### config.mk
export PLATFORM = sky130hd
export DESIGN_NAME = lif_array
export DESIGN_NICKNAME = d
export VERILOG_FILES = /design/src/rtl/lif_array.sv
export SDC_FILE = /design/constraint.sdc
export NUM_CORES = 1
export LEC_CHECK = 0
export ABC_AREA = 1
export CORE_MARGIN = 3
export CORE_UTILIZATION = 56
export DETAILED_ROUTE_END_ITERATION = 8
export HOLD_SLACK_MARGIN = 0.03
export PLACE_DENSITY = 0.83
export SLEW_MARGIN = 20
export SYNTH_ARGS = -nofsm -noshare
export SYNTH_HDL_FRONTEND = slang
export SYNTH_SLANG_ARGS = --single-unit
### constraint.sdc
create_clock -name clk -period 3.1 [get_ports clk]
set_input_delay 0.31 -clock clk [delete_from_list [all_inputs] [get_ports clk]]
set_output_delay 0.31 -clock clk [all_outputs]
set_load 0.03 [all_outputs]
### src/rtl/lif_array.sv
// lif_array: N-channel leaky-integrate-and-fire neuron array.
// Each step strobe applies a shift leak to every channel and adds that channel's
// input current with saturation. A channel at or above THRESHOLD fires instead
// and then resets to zero or drops by THRESHOLD.
// The optional per-channel refractory counter is enabled by defining LIF_ARRAY_REFRAC_EN.
module lif_array #(
    parameter int unsigned N             = 4,
    parameter int unsigned W             = 8,
    parameter int unsigned THRESHOLD     = 200,
    parameter int unsigned LEAK_SHIFT    = 1,
    parameter int unsigned RESET_MODE    = 0,
    parameter int unsigned REFRAC_CYCLES = 2
) (
    input  logic           clk,
    input  logic           rst,
    input  logic           step,
    input  logic [N*W-1:0] current,
    output logic [N*W-1:0] state,
    output logic [N-1:0]   spike,
    output logic           spike_any
);

    localparam logic [W-1:0] THR = W'(THRESHOLD);

    logic [N-1:0] fire_vec_c;
    logic         spike_any_q;

`ifdef LIF_ARRAY_REFRAC_EN
    localparam logic [3:0] REFRAC_LOAD = 4'(REFRAC_CYCLES);
`else
    logic unused_refrac_cfg;
    assign unused_refrac_cfg = ^(4'(REFRAC_CYCLES));
`endif

    for (genvar g = 0; g < N; g++) begin : g_ch
        logic [W-1:0] state_q, state_d;
        logic         spike_q;
        logic [W-1:0] s, c, c_eff, leaked;
        logic [W:0]   sum;
        logic         quiet;
        logic         fire;

        assign s = state_q;
        assign c = current[g*W +: W];

`ifdef LIF_ARRAY_REFRAC_EN
        logic [3:0] refrac_q, refrac_d;

        assign quiet = (refrac_q != 4'd0);

        // Refractory counter: load on a firing step, count down on quiet steps
        always_comb begin
            refrac_d = refrac_q;
            if (step) begin
                if (fire) begin
                    refrac_d = REFRAC_LOAD;
                end else if (quiet) begin
                    refrac_d = refrac_q - 4'd1;
                end
            end
        end

        // Refractory counter register
        always_ff @(posedge clk) begin
            if (rst) begin
                refrac_q <= 4'd0;
            end else begin
                refrac_q <= refrac_d;
            end
        end
`else
        assign quiet = 1'b0;
`endif

        // A quiet (refractory) channel still leaks but ignores its input and cannot fire
        assign c_eff  = quiet ? {W{1'b0}} : c;
        assign leaked = s - (s >> LEAK_SHIFT);
        assign sum    = {1'b0, leaked} + {1'b0, c_eff};
        assign fire   = !quiet && (s >= THR);

        assign fire_vec_c[g] = step & fire;

        // Next membrane value: hold, fire/reset, or leak+integrate with clamp
        always_comb begin
            state_d = state_q;
            if (step) begin
                if (fire) begin
                    state_d = (RESET_MODE == 0) ? {W{1'b0}} : (s - THR);
                end else begin
                    state_d = sum[W] ? {W{1'b1}} : sum[W-1:0];
                end
            end
        end

        // Membrane and spike registers
        always_ff @(posedge clk) begin
            if (rst) begin
                state_q <= {W{1'b0}};
                spike_q <= 1'b0;
            end else begin
                state_q <= state_d;
                spike_q <= fire_vec_c[g];
            end
        end

        assign state[g*W +: W] = state_q;
        assign spike[g]        = spike_q;
    end

    // Registered OR of all channel spikes
    always_ff @(posedge clk) begin
        if (rst) begin
            spike_any_q <= 1'b0;
        end else begin
            spike_any_q <= |fire_vec_c;
        end
    end

    assign spike_any = spike_any_q;

endmodule

==> run metrics <==
cell taking the most area after synthesis=ha_1; fin crit period=2.91 ns; CTS Buffer Depth=2; Final setup viols=0; CTS tree=built; Clock Sinks=37; final setup margin=0.193 ns; cell chain of the critical path=inv_1 -> ha_1 -> a21oi_1 -> o21ai_2 -> a21oi_1 -> xor2_1 -> inv_1 -> ha_1 -> nand2_1 -> inv_1 -> nand2_1 -> nor2_4 -> nor2_4 -> nand3_1 -> nand2_1 -> a21oi_2; Setup Skew=0.00653 ns; Seq/Total Area, Yosys=0.165; Synth top cells by count=nand2_1 (218), inv_1 (122), ha_1 (76); RePlAce Congestion=0.900; # DRC=0; GRT Util Overall=0.237; Final nets=866; Reg clk slew, reported paths=0.07 ns; Max-cap violations=0; Final Hold Viols=0; Syn-to-layout area delta=20.8%; row count=32; final-report max-slew violation count=0; top-area cell type share of the netlist area=0.212; largest net degree at the start of global routing=38; Mapped Area=4490 µm²; initial antenna violation count=0; die width=95.5 µm; Post-DP HPWL=8.49 mm; crit path launch type=register; ys flop type=dfxtp_1; Worst Hold Class=register to register; max frequency=344 MHz; die height=95.5 µm; Max H-tree Level=2; via count of the first global-routing pass=4197; starting density of the core=0.577; Routed Antenna Nets=0; number of library cell types mapped by synthesis=29; Ys Warns=0; actual slew at the worst max-slew pin=0.700 ns; core area=7770 µm²; Worst Path Max Fanout=8; Synth area leaders=ha_1 (21%), nand2_1 (18%), dfxtp_1 (17%); crit-path max cell delay=0.39 ns; first-pass GRT wire length=17.9 mm; hold buffers post-CTS=0; WL per Instance=12.3 µm; CP Capture Type=register; pre-CTS setup slack=0.172 ns; FF+latch count, synth=37; Top Ports=72; initial DRC count=119; n_diodes=0; Critical path buffers and inverters=3; Net Count, Synth=796; number of I/O port buffers=71; Vias/cell=5.11; Root Buffer=clkbuf_8; router iterations before antenna repair=4; Post-Route Utilization=0.697; clk_lat worst skew=0.29 ns; fin crit share=0.938; most common cell in the netlist=nand2_1; GRT overflow=0; CP arrival=3.07 ns; total wire length=10.4 mm; syn_area_per_cell=6.63 µm²; kind of critical path=register to register; Largest delay share family, worst path=adder cells; via count=4345; CP max-delay cell=dfxtp_2; status=finished clean; Synth async-reset ratio=0; relative slew slack=0.533; cell count after synthesis=677; Die Area=9120 µm²; EDFF count, synth=0; TritonCTS buffer count=5; Crit path required time=3.26 ns; share of cells above drive strength 1=0.0816
cells by family (layout without fill, tap and decap cells):
| kind of cell | Yosys count | count (layout) | synth area share |
|---|---|---|---|
| xor gates and xnor gates | 32 | 32 | 0.0625 |
| buffers and inverters | 138 | 209 | 0.120 |
| and+or+nand+nor | 304 | 304 | 0.299 |
| DFF | 37 | 37 | 0.165 |
| AOI/OAI and AO/OA | 82 | 82 | 0.105 |
| adders and majority gates | 84 | 84 | 0.248 |
tightest hold or removal path: cells and delay by family (launching register included):
family,cells,cell delay [ns]
DFF,1,0.33
AOI/OAI and AO/OA,1,0.05
and+or+nand+nor,1,0.06
metrics by stage:
stage / hold WS, ns / instance area, µm² / TNS [ns] / instances
after global placement: 0.470 / 5270 / 0 / 840
after CTS: 0.490 / 5390 / 0 / 848
after floorplan: 0.453 / 4490 / 0 / 677
after detailed placement: 0.481 / 5270 / 0 / 840
after global routing: 0.514 / 5420 / -0.000370 / 850
final: 0.486 / 5420 / 0 / 850
repair_timing:
| item | 4_1_cts | 5_1_grt |
|---|---|---|
| resized for setup | 0 | 7 |
| buffers inserted | 0 | 2 |
| setup endpoints to repair | 0 | 26 |
routing by layer:
metal	GRT usage	routed length, µm
met1	0.296	4660
met2	0.438	5260
met3	0.0260	387
met5	0	0
met4	0.0462	118
state kept, by name (all words and copies together), names as in the netlist:
signal and cells:
g_ch.s 32, g_ch.spike_q 4, spike_any 1
cell usage in the layout (no fill, tap or decap), types with 6 or more instances in the layout:
cell	n
nor2_2	6
o21ai_2	7
nand3_1	35
a21oi_2	8
a21oi_1	56
xor2_1	14
clkbuf_8	6
ha_1	76
nor2_1	14
nor2_4	11
nand4_1	7
nand2_1	218
xnor2_1	18
clkdlybuf4s50_1	71
inv_1	122
dfxtp_1	34
nand2_2	6
fa_1	7
layout make-up:
| type | instances | area (µm²) |
|---|---|---|
| clock inverter | 1 | 30.0 |
| fill | 706 | 2350 |
| multi-input combinational | 502 | 3220 |
| timing repair buffer | 74 | 733 |
| tap | 102 | 128 |
| inverter | 127 | 477 |
| clock buffer | 7 | 86.3 |
| sequential | 37 | 744 |
final timing paths:
| path | cells after the start | slack (ns) | end | from |
|---|---|---|---|---|
| setup / recovery | 16 | 0.19 | g_ch[0].s[5]$_SDFFE_PP0P_ | g_ch[0].s[2]$_SDFFE_PP0P_ |
| hold / removal | 2 | 0.49 | g_ch[1].s[0]$_SDFFE_PP0P_ | g_ch[1].s[0]$_SDFFE_PP0P_ |
| setup reg to reg | 16 | 0.19 | g_ch[0].s[5]$_SDFFE_PP0P_ | g_ch[0].s[2]$_SDFFE_PP0P_ |
| hold reg to reg | 2 | 0.49 | g_ch[1].s[0]$_SDFFE_PP0P_ | g_ch[1].s[0]$_SDFFE_PP0P_ |
Power is not shown: default switching activity piles up to over one toggle a cycle in this logic, so the estimate is an artifact.
